<file path="src/rtl/universal_shift_reg_burst.sv">
// WIDTH-bit universal shift register with single-step modes
// and a counted burst engine (busy/done handshake).
module universal_shift_reg_burst #(
   parameter int WIDTH = 8,
   parameter int CNT_W = 4
) (
   input  logic             clk,
   input  logic             rst,
   input  logic             en,
   input  logic [2:0]       mode,
   input  logic             shiftleft,
   input  logic             shiftright,
   input  logic [WIDTH-1:0] parallelin,
   input  logic             start,
   input  logic [CNT_W-1:0] count,
   output logic [WIDTH-1:0] q,
   output logic             serout_l,
   output logic             serout_r,
   output logic             busy,
   output logic             done
);

   typedef enum logic [1:0] {
      IDLE,
      RUN,
      DONE
   } state_t;

   state_t           state;
   logic [2:0]       bmode;
   logic [CNT_W-1:0] rem;
   logic             accept;

   function automatic logic [WIDTH-1:0] step(
      input logic [2:0]       m,
      input logic [WIDTH-1:0] v,
      input logic             sl,
      input logic             sr,
      input logic [WIDTH-1:0] pin
   );
      logic [WIDTH-1:0] r;
      r = v;
      case (m)
         3'b001:  r = {v[WIDTH-2:0], sl};
         3'b010:  r = {sr, v[WIDTH-1:1]};
         3'b011:  r = pin;
         3'b100:  r = {v[WIDTH-2:0], v[WIDTH-1]};
         3'b101:  r = {v[0], v[WIDTH-1:1]};
         3'b110:  r = {v[WIDTH-1], v[WIDTH-1:1]};
         default: r = v;
      endcase
      return r;
   endfunction

   // Only shift/rotate modes make sense as a burst.
   assign accept = start && (count != '0) &&
                   (mode inside {3'b001, 3'b010, 3'b100,
                                 3'b101, 3'b110});

   assign serout_l = q[WIDTH-1];
   assign serout_r = q[0];

   always_ff @(posedge clk) begin
      if (rst) begin
         state <= IDLE;
         q     <= '0;
         busy  <= 1'b0;
         done  <= 1'b0;
         bmode <= 3'b000;
         rem   <= '0;
      end else begin
         case (state)
            RUN: begin
               q   <= step(bmode, q, shiftleft,
                           shiftright, parallelin);
               rem <= rem - CNT_W'(1);
               if (rem == CNT_W'(1)) begin
                  state <= DONE;
                  busy  <= 1'b0;
                  done  <= 1'b1;
               end
            end
            default: begin
               done <= 1'b0;
               if (accept) begin
                  state <= RUN;
                  busy  <= 1'b1;
                  bmode <= mode;
                  rem   <= count;
               end else begin
                  state <= IDLE;
                  if (en)
                     q <= step(mode, q, shiftleft,
                               shiftright, parallelin);
               end
            end
         endcase
      end
   end

endmodule

</file>
<file path="config.mk">
export PLATFORM = sky130hd
export DESIGN_NAME = universal_shift_reg_burst
export DESIGN_NICKNAME = d
export VERILOG_FILES = /design/src/rtl/universal_shift_reg_burst.sv
export SDC_FILE = /design/constraint.sdc
export NUM_CORES = 1
export LEC_CHECK = 0
export ABC_AREA = 1
export CORE_MARGIN = 1
export CORE_UTILIZATION = 51
export DETAILED_ROUTE_END_ITERATION = 7
export PLACE_DENSITY = 0.8
export SLEW_MARGIN = 20
export SYNTH_ARGS = -nofsm -noshare
export SYNTH_HDL_FRONTEND = slang
export SYNTH_SLANG_ARGS = --single-unit
</file>
<file path="constraint.sdc">
create_clock -name clk -period 1.7 [get_ports clk]
set_input_delay 0.255 -clock clk [delete_from_list [all_inputs] [get_ports clk]]
set_output_delay 0.255 -clock clk [all_outputs]
set_load 0.01 [all_outputs]
</file>
---- Word level (Yosys, flattened, before mapping) ----
Cells that the tools add are included.
storage, ports and cells
  output and inout bits ................... 12
  word-level logic and storage cells ...... 55
  register bits ........................... 19
operators by class
  bitwise operators ....................... 1
  $add $sub $neg .......................... 1
  eq/ne operators ......................... 20
  mux-type cells .......................... 13
  reductions and logical operators ........ 13
operators by type and width
  kind                 count
  $pmux 8 s6           2
  $mux 8               3
  $eq 3x3->1 const B   6
  $eq 3x2->1 const B   4
  $mux 4               2
  $ne 7x1->1 const B   1
  $reduce_bool 7->1    1
  $eq 3x1->1 const B   2
  $ne 6x1->1 const B   1
  $reduce_and 6->1     1
  $reduce_bool 6->1    1
  $reduce_bool 5->1    1
  $eq 4x1->1 const B   1
  $mux 1               4
  $mux 2               2
  $ne 2x1->1 const B   2
  $ne 2x2->1 const B   2
  $reduce_and 2->1     2
  $reduce_and 4->1     1
  $reduce_bool 2->1    2
  $reduce_bool 4->1    1
  $sub 4x1->4 const B  1
  $eq 2x1->1 const B   1
  $logic_and 1x1->1    2
  2 further kinds      2

---- Logic depth before layout (Yosys ltp) ----
Gate-level depths: netlist (run 1).
  depth after elaboration ................. 5
  gate-level depth with buffers ........... 13
  mapped depth without buffers ............ 11

---- Worst setup path after synthesis (run 1) ----
No wires, ideal clock.
  kind .................................... input to register
  from .................................... input mode[2]
  to ...................................... register q[1]
  data required time ...................... 1.587 ns
  buffers on the path ..................... 1
  slack ................................... 0.447 ns
  arrival time ............................ 1.140 ns
  cell stages on the path ................. 11
  cell sequence ........................... buf_4 -> inv_4 -> nand3_2 -> nand3_1 -> nand2_1 -> nand2_1 -> nand2_1 -> nand2_1 -> nand2_1 -> nor2_1 -> nor2_1
on the way
  longest elaborated chain between the ends .. 5
  elaborated cells on any way between the ends .. 15
  classes of those cells .................. eq/ne: 7; mux: 4; reduce/logical: 4
ends and longest elaborated chain
  element                                          RTL line  RTL
  start: declaration                               10        input logic [2:0] mode,
  $eq 3x3->1, or another cell as far along         43, 57
  $pmux 8 s6 or $reduce_bool 5->1 (tied branches)  43, 57
  $mux 8 or $logic_and 1x1->1 (tied branches)      92, 56
  $mux 8 or $ne 2x1->1 (tied branches)             --
  $mux 8 or $reduce_and 4->1 (tied branches)       --
  end signal: assignment                           74        q <= step(bmode, q, shiftleft,
  end signal: assignment                           93        q <= step(mode, q, shiftleft,
  end: declaration                                 16        output logic [WIDTH-1:0] q,
Several ways; a longest one is shown, not always the timed one. The select of a mux whose other input is x is not followed.
A chain may end at the register's enable or synchronous reset.

---- Final worst setup path (run 1) ----
  from .................................... register q[0]
  to ...................................... output serout_r
RTL lines
  element           RTL line  RTL
  end: declaration  18        output logic serout_r,
No word-level cell between the ends.

==> metrics.txt, run 1 <==
GRT Resource Usage Total 0.2703; Switching Share 0.3870; initial antenna violation count 0; Peak VDD IR 0.4508 mV; CTS buffer count 3; H-tree depth 1; met2 Use GR 0.4369; Netlist cell types 29; Total Power around 1.4 mW; global-route wire length before repair approximately 7.0 mm; final period demand of the worst path 1624 ps; Antenna Nets Post-Route 0; worst r2r src bmode[1]$_SDFFE_PP0P_; Nets 348; Slew Limit Fails 0; Detail Placement HPWL 3.158 mm; Final Skew 1.616 ps; P_leak 1.061 nW; Worst Tran Pin Value 382.1 ps; hold path depth 2; largest net degree at the start of global routing 15; crit path buf inv count 1; Final Cycle Share 0.9551; internal reg-to-reg setup slack 160 ps; WL/cell between 10 and 15 um; total global routing overflow 0; Die Width roughly 58 um; crit-path max FO 6; layout cell share with drive strength beyond 1 0.1389; clock power share 0.167; CP peak stage delay 590 ps; CTS resizes 0; P per Cell Area between 600 and 700 mW/mm2; Setup crit start kind register; Hold WC Path Type register to register; Die Area between 0.003 and 0.004 mm2; gpl congestion 0.8717; CTS Hold Buffers Added 0; # port buffers 32; Int Pwr 868.3 uW; Ys Warns 0; clock sink count 19; CP delay by family, top buffers and inverters; fin cells 355; placed insts 351; CP Cell Sequence clkdlybuf4s50_1; Levels on crit path 1; via count 1836; Crit path required time between 1000 and 1500 ps; Syn Std Cell Area 0.001578 mm2; 1st-iter DRT viols around 110; Worst Setup SP q[0]$_SDFFE_PP0P_; crit path capture serout_r; GRT Max-Usage Layer met2; most frequent cells in the layout nand2_1, nor2_1, clkdlybuf4s50_1; Root Driver clkbuf_4; unrepaired setup endpoints after global routing no; Worst Path Arrival 1370 ps; total wire length between 4 and 5 mm; failing checks DRC; CP Class register to output port; total of max-cap violations 0; worst rel slew slack 0.7450; final setup violation count 0; commonest non-fill, non-tap cell in the layout nand2_1; Starting Density 0.5531; Post-Syn Instances 277; Final Hold Fails 0; Clk Latency, worst-skew pair 300 ps; sequential power share 0.388; DRC viols 4; Area growth, synth to finish 30.13%; register area share after synthesis 0.2411; slowest CP cell clkdlybuf4s50_1; logic gate share of total power 0.445; I/O pin count 33; cell count of the worst reg-to-reg path 9; Ant. Diodes 0; CTS tree built; Yosys reg bits 19; crit end category output port; clk buf depth 2; Mean Syn Cell Area 5.696 um2; setup repair bufs after CTS 0; Syn Nets 300; Fin Setup TNS 0 ps; NetSw 548.3 uW; number of global-route vias before repair 1666; grt met1 use 0.3478; outcome finished with violations; vias per inst 5.172; met3 Use GR 0.02902; core box area 0.002853 mm2; f_max 615.9 MHz; drt pass-1 iters 6; Die H 57.62 um; RR Endpoint q[2]$_SDFFE_PP0P_; Clock transition at path regs 110 ps; fin util 0.7197; cell row count 19
-- metal layers --
metal | vias up | share of wire
met5 | - | 0
met4 | 0 | 0.015
met3 | 9 | 0.069
met2 | 73 | 0.46
met1 | 798 | 0.45
li1 | 956 | -
-- stage by stage --
step           hold WS [ps]  instance area (um2)  worst slack (ps)
2_1_floorplan         324.1                 1578             447.5
4_1_cts               453.2                 2041             67.83
6_report              451.1                 2053             76.31
5_1_grt               476.2                 2053             1.425
3_3_place_gp          438.4                 2013            -160.6
3_5_place_dp          436.4                 2013            -241.9
-- registers in the layout, summed over array words and instances, names as in the netlist --
register and count:
rem 4, q 8, bmode 3, state 2, busy 1, done 1
-- area by class of cell --
type                       count  area (um2)
timing repair buffer          55       495.5
tap                           31       38.79
fill                         248       799.5
clock buffer                   3       22.52
inverter                      33       131.4
clock inverter                 1       5.005
multi-input combinational    213       979.7
sequential                    19       380.4
-- power groups by stage --
stage               combinational [mW]  clock (mW)  sequential, mW
finish                           0.630       0.237           0.549
global route                     0.703       0.261           0.556
CTS                              0.623       0.239           0.548
detailed placement               0.620           0           0.558
global placement                 0.607           0           0.557
floorplan                        0.380           0           0.562
-- Yosys cell counts --
| master | instances | area [um2] |
|---|---|---|
| nand2_1 | 102 | 382.9 |
| nor2_1 | 42 | 157.7 |
| inv_1 | 28 | 105.1 |
| dfxtp_1 | 19 | 380.4 |
| a21oi_1 | 18 | 90.09 |
| nand3_1 | 15 | 75.07 |
| nand4_1 | 8 | 50.05 |
| o21ai_0 | 6 | 30.03 |
| nand3_2 | 5 | 50.05 |
| buf_4 | 4 | 30.03 |
| buf_6 | 3 | 33.78 |
| inv_4 | 3 | 18.77 |
| nand2_2 | 3 | 18.77 |
| a31oi_1 | 2 | 12.51 |
| buf_2 | 2 | 10.01 |
| ha_1 | 2 | 25.02 |
| inv_2 | 2 | 7.510 |
| xor2_1 | 2 | 17.52 |
| a211oi_1 | 1 | 7.510 |
| a21boi_0 | 1 | 7.510 |
| clkbuf_1 | 1 | 3.750 |
| clkbuf_2 | 1 | 5.000 |
| clkbuf_8 | 1 | 13.76 |
| nand2_4 | 1 | 11.26 |
| nor2_2 | 1 | 6.260 |
| nor2_4 | 1 | 11.26 |
| nor3_1 | 1 | 5.000 |
| o21ai_1 | 1 | 5.000 |
| or2_2 | 1 | 6.260 |
-- cells by family after synthesis --
family	share of synthesized area
adders and majority gates	0.01586
AOI/OAI and AO/OA	0.09675
DFF	0.2411
and+or+nand+nor	0.4909
buffers and inverters	0.1443
xor gates and xnor gates	0.01110
-- how the worst min path moves through the flow --
| stage | to | from |
|---|---|---|
| after global placement | busy$_SDFFE_PP0P_ | busy$_SDFFE_PP0P_ |
| after detailed placement | busy$_SDFFE_PP0P_ | busy$_SDFFE_PP0P_ |
| after global routing | busy$_SDFFE_PP0P_ | busy$_SDFFE_PP0P_ |
| final | busy$_SDFFE_PP0P_ | busy$_SDFFE_PP0P_ |
| after floorplan | rem[1]$_SDFFE_PP0P_ | rst |
| after CTS | busy$_SDFFE_PP0P_ | busy$_SDFFE_PP0P_ |
(Power assumes the default switching activity.)
==> run 2: changes to the inputs <==
--- a/config.mk
+++ b/config.mk
@@ -7,9 +7,11 @@
 export LEC_CHECK = 0
 export ABC_AREA = 1
 export CORE_MARGIN = 1
-export CORE_UTILIZATION = 51
+export CORE_UTILIZATION = 53
+export CTS_BUF_LIST = sky130_fd_sc_hd__clkbuf_2 sky130_fd_sc_hd__clkbuf_4 sky130_fd_sc_hd__clkbuf_8
 export DETAILED_ROUTE_END_ITERATION = 7
-export PLACE_DENSITY = 0.8
+export PLACE_DENSITY = 0.82
+export SKIP_LAST_GASP = 1
 export SLEW_MARGIN = 20
 export SYNTH_ARGS = -nofsm -noshare
 export SYNTH_HDL_FRONTEND = slang
==> metrics.txt, run 2 (same netlist as run 1, synthesis figures left out) <==
Die Area 0.003199 mm2 (-3.6%); cell row count 19 (unchanged); hold slack final 463.3 ps (+12.22 ps); # port buffers 32 (unchanged); Switching Share 0.3863 (-0.0007570); 1st-iter DRT viols 112 (+3.7%); CP Cell Sequence clkdlybuf4s50_1; Area growth, synth to finish 28.07%; Hold WC Path Type register to register; Crit path required time 1440 ps (about the same); register name with the most flops q; global-route wire length before repair 6.789 mm (-2.9%); unrepaired setup endpoints after global routing no; H-tree depth 1 (unchanged); slowest CP cell clkdlybuf4s50_1; total of max-cap violations 0 (unchanged); crit end category output port; DRC viols 0 (-4); NetSw 541.0 uW (-1.3%); crit-path max FO 6 (unchanged); sequential power share 0.394 (+0.006); Worst Tran Pin Value 397.0 ps (+14.89 ps); largest net degree at the start of global routing 21 (+6); Fin Setup TNS 0 ps (unchanged); setup repair bufs after CTS 0 (unchanged); Clk Latency, worst-skew pair 310 ps (about the same); outcome finished, final reports clean; Antenna Nets Post-Route 0 (unchanged); core box area 0.002781 mm2 (-2.5%); clk buf depth 2 (unchanged); fin util 0.7265 (+0.006759); FILL cells 261 (+5.2%); initial antenna violation count 0 (unchanged); Final WS setup 98.93 ps (+22.62 ps); Setup crit start kind register; Int Pwr 859.6 uW (-1.0%); final setup violation count 0 (unchanged); crit path buf inv count 1 (unchanged); CP Class register to output port; via count 1787 (-2.7%); Ant. Diodes 0 (unchanged); clock power share 0.172 (+0.005); Design Area, Final 0.002021 mm2 (-1.6%); Peak VDD IR 0.6472 mV (+44%); CTS buffer count 3 (unchanged); logic gate share of total power 0.434 (-0.011); area post-placement 0.001983 mm2 (-1.5%); Final Hold Fails 0 (unchanged); drt pass-1 iters 4 (-2); Die Width 56.56 um (-1.8%); CTS tree built; CP delay by family, top buffers and inverters; Detail Placement HPWL 2.915 mm (-7.7%); number of global-route vias before repair 1552 (-6.8%); Clock transition at path regs 110 ps (about the same); total global routing overflow 0 (unchanged); Final Skew 1.260 ps (-0.3567 ps); Nets 344 (-1.1%); layout cell share with drive strength beyond 1 0.1281 (-0.01076); Largest register FFs 8 (unchanged); clock sink count 19 (unchanged); worst rel slew slack 0.7350 (-0.009937); I/O pin count 33 (unchanged); P per Cell Area 693.1 mW/mm2 (+0.46%); internal reg-to-reg setup slack 190 ps (+30 ps); gpl congestion 0.9134 (+4.8%); vias per inst 5.091 (-1.6%); total wire length 3.900 mm (-5.6%); P_leak 1.033 nW (-2.6%); Root Driver clkbuf_4; commonest non-fill, non-tap cell in the layout nand2_1; dpl ws -218.2 ps (+23.71 ps); Final Cycle Share 0.9418 (-0.01331); f_max 624.6 MHz (+1.4%); CP peak stage delay 580 ps (about the same); Worst Path Arrival 1350 ps (-20 ps); Slew Limit Fails 0 (unchanged); most frequent cells in the layout nand2_1, nor2_1, clkdlybuf4s50_1; Die H 56.56 um (-1.8%); final period demand of the worst path 1601 ps (-22.62 ps); WL/cell 11.11 um (-4.5%); GRT Resource Usage Total 0.2662 (-0.004072); biggest regs q (8), rem (4), bmode (3); Starting Density 0.5673 (+0.01418)
[run 2: cell count changes in the layout (fill, tap and decap cells not counted), sizes merged]
cell | before | now
dlymetal6s2s | 1 | 0
clkdlybuf4s50 | 31 | 32
buf | 23 | 19
[run 2: repair_timing]
action / 4_1_cts / 5_1_grt
gates resized for setup: 0 / 2
hold buffers: 0 / 0
endpoints found under the hold margin: 0 / 0
setup endpoints to repair: 0 / 8
[run 2: cell type report]
| cell class | count | area [um2] | area share |
|---|---|---|---|
| multi-input cells | 213 | 979.7 | 0.4848 |
| repair buffers | 51 | 462.9 | 0.2291 |
| flip-flops and latches | 19 | 380.4 | 0.1882 |
| inverters | 33 | 131.4 | 0.06502 |
| well taps | 31 | 38.79 | 0.01920 |
| clock buffers | 3 | 22.52 | 0.01115 |
| clock inverters | 1 | 5.005 | 0.002477 |
[run 2: worst reg2reg max path, cell delays in order, from the launching register on]
cell and delay [ps]:
dfxtp_1 490, inv_1 130, nand3_1 110, nand2_1 200, a21oi_1 180, nand2_1 60
nand2_1 50, nand2_1 60, nor2_1 100, nor2_1 60
[run 2: per-layer routing]
| metal | global-route usage | wire (um) | up-vias |
|---|---|---|---|
| li1 | - | - | 953 |
| met1 | 0.3688 | 1840 | 767 |
| met2 | 0.4168 | 1779 | 62 |
| met3 | 0.02074 | 229 | 5 |
| met4 | 0.1254 | 51 | 0 |
| met5 | 0 | 0 | - |
[run 2: worst paths after layout]
| check | start | to | cells past startpoint |
|---|---|---|---|
| max | q[1]$_SDFFE_PP0P_ | q[1] | 1 |
| min | busy$_SDFFE_PP0P_ | busy$_SDFFE_PP0P_ | 2 |
| min reg2reg | busy$_SDFFE_PP0P_ | busy$_SDFFE_PP0P_ | 2 |
| max reg2reg | bmode[1]$_SDFFE_PP0P_ | q[3]$_SDFFE_PP0P_ | 9 |
[run 2: stage by stage]
stage | power (mW) | instances
3_5_place_dp | 1.159 | 347
2_1_floorplan | 0.9417 | 277
5_1_grt | 1.518 | 351
3_3_place_gp | 1.151 | 347
4_1_cts | 1.398 | 351
6_report | 1.401 | 351
[run 2: power groups by stage]
stage | clock network (mW) | logic, mW | registers, mW
3_5_place_dp | 0 | 0.598 | 0.562
6_report | 0.240 | 0.608 | 0.552
5_1_grt | 0.268 | 0.691 | 0.559
4_1_cts | 0.246 | 0.601 | 0.551
2_1_floorplan | 0 | 0.380 | 0.562
3_3_place_gp | 0 | 0.590 | 0.560
==> RTL change 1 (settings of run 2) <==
Set the parameter `CNT_W` to 3 (it was 4).
--- a/src/rtl/universal_shift_reg_burst.sv
+++ b/src/rtl/universal_shift_reg_burst.sv
@@ -2,7 +2,7 @@
 // and a counted burst engine (busy/done handshake).
 module universal_shift_reg_burst #(
    parameter int WIDTH = 8,
-   parameter int CNT_W = 4
+   parameter int CNT_W = 3
 ) (
    input  logic             clk,
    input  logic             rst,
Interface: changed (resized count); port bits go from 33 to 32. The function was not compared with the original's and may differ.
==> RTL change 1 against run 2 <==
Worst setup slack lost 0.062 ns; wire length rose by 4.0%; combinational power is essentially flat; highest routed layer unchanged; area after synthesis down 2.7%; final area shrank 0.74%; power is 1.6% higher; non-clock buffer count unchanged; sequential cell count down 1; count of clock-buffer cells in the layout increased by 1; critical endpoint is now serout_r; clock skew is 0.012 ns higher; global-route usage rose by 1.4 points.
==> RTL change 1: results (changes against run 2) <==
vias in the first global route 1583 (+2.0%); ranking of synthesized cells by area dfxtp_1 23%, nand2_1 23%, inv_1 8.1%, nor2_1 7.3%, nor2_2 7.3%; via count 1753 (-1.9%); GR Layer Usage met2 0.448 (+0.0307); Detailed Route WL 4060 um (+4.0%); wl on met1 1700 um (-7.6%); worst r2r dst q[5]; Synth Area in Compound Gates 0.0994 (+0.00268); Synth top cells by count 95 x nand2_1, 33 x inv_1, 30 x nor2_1; Reg2Reg Launch Point bmode[1]; Vias/cell 5.08 (-0.20%); status complete, no violations; GR Layer Usage met3 0.0349 (+0.0141); CP arrival 1.41 ns (+0.06 ns); port bufs 31 (-3.1%); WHS 0.470 ns (+0.00637 ns); top flop regs q (8), bmode (3), rem (3); net count after synthesis 290 (-3.3%); hpwl dp 3000 um (+3.0%); metal3 WL 395 um (+72%); Seq/Total Area, Yosys 0.235 (-0.00636); Total Nets Final 337 (-2.0%); Leak 1.03 nW (-0.33%); largest net degree at the start of global routing 15 (-29%); All-Layer GR Usage 0.280 (+0.0140); RD Place Congestion 0.943 (+3.3%); initial DRC count 108 (-3.6%); Max VDD drop 0.000718 V (+11%); drt pass-1 iters 5 (+1); worst hold endpoint busy; Async SR Flop Fraction 0 (unchanged); switching fraction of total power 0.387 (+0.00101); Adder-Cell Fraction of Synth Area 0.0163 (+0.000439); Worst-path clk slew 0.13 ns (+0.02 ns); slowest stage delay, CP 0.60 ns (+0.02 ns); Final period util 0.978 (+0.0366); worst min path class flip-flop to flip-flop; clock skew 0.0137 ns (+0.0125 ns); met2 routed WL 1880 um (+5.5%); Top reg by flops q; first-pass GRT wire length 6930 um (+2.0%); Fillers 248 (-5.0%); GR Util met1 0.383 (+0.0145); Yosys Warn Count 0 (unchanged); slowest cell on the critical path clkdlybuf4s50_1; layout cells sized above 1 0.188 (+0.0598); max-slew violation count 0 (unchanged); Place WS -0.178 ns (+0.0404 ns); FF-to-FF path depth 10 (+1); top layer in use met4; worst-margin pin slew 0.366 ns (-0.0312 ns); post-synth cell types 23 (-21%); Post-Synth XOR/XNOR Area 0.00570 (-0.00540)
-- RTL change 1: cell count changes in the layout (fill, tap and decap cells not counted), sizes merged, moves of 2 or more --
cell / change
nand2: -5
nor2: +5
nand4: -2
o21ai: +2
nand3: -5
a21oi: +2
a31oi: -2
inv: +3
-- RTL change 1: power by group through the flow --
stage	registers, mW	logic (mW)	clock network [mW]
2_1_floorplan	0.536	0.387	0
3_3_place_gp	0.535	0.587	0
3_5_place_dp	0.535	0.597	0
4_1_cts	0.526	0.602	0.285
5_1_grt	0.535	0.680	0.312
6_report	0.527	0.609	0.288
-- RTL change 1: stage by stage --
| stage | std cells | setup TNS, ns | cell area [um2] |
|---|---|---|---|
| floorplan | 268 | 0 | 1540 |
| CTS | 345 | 0 | 2000 |
| detailed placement | 341 | -1.92 | 1960 |
| global route | 345 | -0.00228 | 2010 |
| global placement | 341 | -1.48 | 1960 |
| finish | 345 | 0 | 2010 |
-- RTL change 1: what timing repair did --
action                                  4_1_cts  5_1_grt
hold buffers                                  0        0
endpoints found under the setup margin        0        8
resized for setup                             0        2
-- RTL change 1: worst max-delay path by stage --
stage / to / start / cells past startpoint
floorplan: q[0] / mode[0] / 12
global placement: q[2] / mode[1] / 11
detailed placement: q[5] / mode[0] / 8
CTS: serout_r / q[0] / 1
global route: q[1] / mode[0] / 9
finish: serout_r / q[0] / 1
-- RTL change 1: area by class of cell --
type	instances	area, um2	share of cell area
Sequential cell	18	362	0.180
Timing Repair Buffer	51	460	0.230
Tap cell	31	38.8	0.0193
Clock buffer	4	36.3	0.0181
Inverter	36	135	0.0674
Multi-Input combinational cell	205	973	0.485
-- RTL change 1: tightest hold or removal path, stage by stage (launching register included) --
cell,delay [ns]
dfxtp_1,0.33
inv_1,0.05
a21oi_1,0.06
==> RTL change 2 (settings of run 2) <==
Made on the original files. Reset style: asynchronous (`rst`), changed in one clocked block.
--- a/src/rtl/universal_shift_reg_burst.sv
+++ b/src/rtl/universal_shift_reg_burst.sv
@@ -60,7 +60,7 @@
    assign serout_l = q[WIDTH-1];
    assign serout_r = q[0];
 
-   always_ff @(posedge clk) begin
+   always_ff @(posedge clk or posedge rst) begin
       if (rst) begin
          state <= IDLE;
          q     <= '0;
Function: differs if rst is asserted again (counterexample within 4 cycles, from zero or initial values and one cycle with rst high); with rst held inactive, the same outputs for 10 cycles.
==> RTL change 2 against run 2 <==
The run now ends with DRC left; area after synthesis rose by 0.40%; highest routed layer unchanged; sequential share of layout area rose by 3.1 points; final area up 3.0%; clock skew is 0.010 ns higher; largest cell class unchanged; sequential cell count decreased by 1; worst setup slack worse by 0.037 ns; critical path type unchanged; wire length is 5.1% higher.
Power is not compared: it rests on default switching activity, and its combinational part moved more than twofold at a synthesized area within 25%.
==> RTL change 2: results (changes against run 2) <==
Yosys Warn Count 0 (unchanged); initial antenna violation count 0 (unchanged); RD Place Congestion 0.887 (-2.9%); placed cell area 2030 um2 (+2.3%); Setup crit start q[6]; vias in the first global route 1549 (-0.19%); worst-margin pin slew 0.354 ns (-0.0426 ns); slowest cell on the critical path clkdlybuf4s50_1; cts bufs inserted 3 (unchanged); Seq/Total Area, Yosys 0.284 (+0.0433); GR Util met1 0.351 (-0.0180); hpwl dp 3210 um (+10%); top flop regs q (8), rem (4), bmode (3); Worst-path clk slew 0.12 ns; Total Nets Final 312 (-9.3%); Reg2Reg Launch Point state[1]; leading cell type by number of instances after synthesis nand2_1; Async SR Flop Fraction 1.00 (+1.00); Max Root-Sink Buffers 2 (unchanged); largest net degree at the start of global routing 19 (-9.5%); Fillers 235 (-10%); Max VDD drop 0.000967 V; CP arrival 1.38 ns (+0.03 ns); number of H-tree levels 1 (unchanged); Synth top cells by count 78 x nand2_1, 28 x nor2_1, 25 x nand3_1; first-pass GRT wire length 6780 um (-0.21%); drt pass-1 iters 6 (+2); ranking of synthesized cells by area dfrtp_1 28%, nand2_1 18%, nand3_1 7.9%, nor2_1 6.6%, inv_1 4.5%; layout cells sized above 1 0.205 (+0.0767); net count after synthesis 262 (-13%); worst skew pair latency 0.31 ns (about the same); clock skew 0.0117 ns (+0.0104 ns); worst min path class input port to asynchronous set/reset pin; via count 1725 (-3.5%); post-synth cell types 29 (unchanged); GR Layer Usage met2 0.452 (+0.0356); slowest stage delay, CP 0.58 ns (about the same); DRC viols 4 (+4); GR Layer Usage met3 0.0530 (+0.0323); # diodes 0 (unchanged); initial DRC count 123 (+9.8%); All-Layer GR Usage 0.271 (+0.00514); status complete, but fails checks; violated checks DRC; worst-path fanout max 7 (+1); Detailed Route WL 4100 um (+5.1%)
RTL change 2: cell families after synthesis:
| logic type | synth area share |
|---|---|
| simple gates | 0.484 |
| buf+inv | 0.102 |
| compound gates | 0.114 |
| flops | 0.284 |
| fa+ha+maj | 0.0158 |
RTL change 2: where the power goes:
group / switching, mW / total [mW] / leakage [nW] / internal, mW
combinational: 1.31 / 2.30 / 0.810 / 0.990
sequential: 0.311 / 0.959 / 0.215 / 0.649
clock: 0.152 / 0.283 / 0.0210 / 0.131
total: 1.78 / 3.55 / 1.05 / 1.77
RTL change 2: stage by stage:
step	total power, mW	cells	worst slack [ns]
after floorplan	2.57	239	0.339
after global placement	3.14	315	-0.145
after detailed placement	3.22	315	-0.172
after CTS	3.50	319	0.0245
after global routing	3.90	319	0.0249
final	3.55	319	0.0623
RTL change 2: layout make-up:
type | count | area [um2] | share of cell area
inverters | 26 | 97.6 | 0.0469
multi-input cells | 188 | 983 | 0.472
well taps | 31 | 38.8 | 0.0186
flip-flops and latches | 18 | 455 | 0.219
repair buffers | 52 | 470 | 0.226
clock buffers | 4 | 36.3 | 0.0174
RTL change 2: worst paths after layout:
path                            end  slack, ns  cells past startpoint
max in group asynchronous  bmode[2]       1.23                      3
min                            q[2]       0.25                      3
max                            q[6]       0.06                      1
min reg2reg                  rem[1]       0.52                      2
max reg2reg                    q[6]       0.16                      7
min in group clk             rem[1]       0.52                      2
RTL change 2: what timing repair did:
item                                    4_1_cts  5_1_grt
buffers inserted                              0        0
endpoints found under the setup margin        0        8
gates resized for setup                       0        6
RTL change 2: per-layer routing:
| layer | vias up | wire (um) |
|---|---|---|
| li1 | 870 | - |
| met1 | 780 | 1730 |
| met2 | 65 | 2040 |
| met3 | 10 | 263 |
| met4 | 0 | 70 |
| met5 | - | 0 |
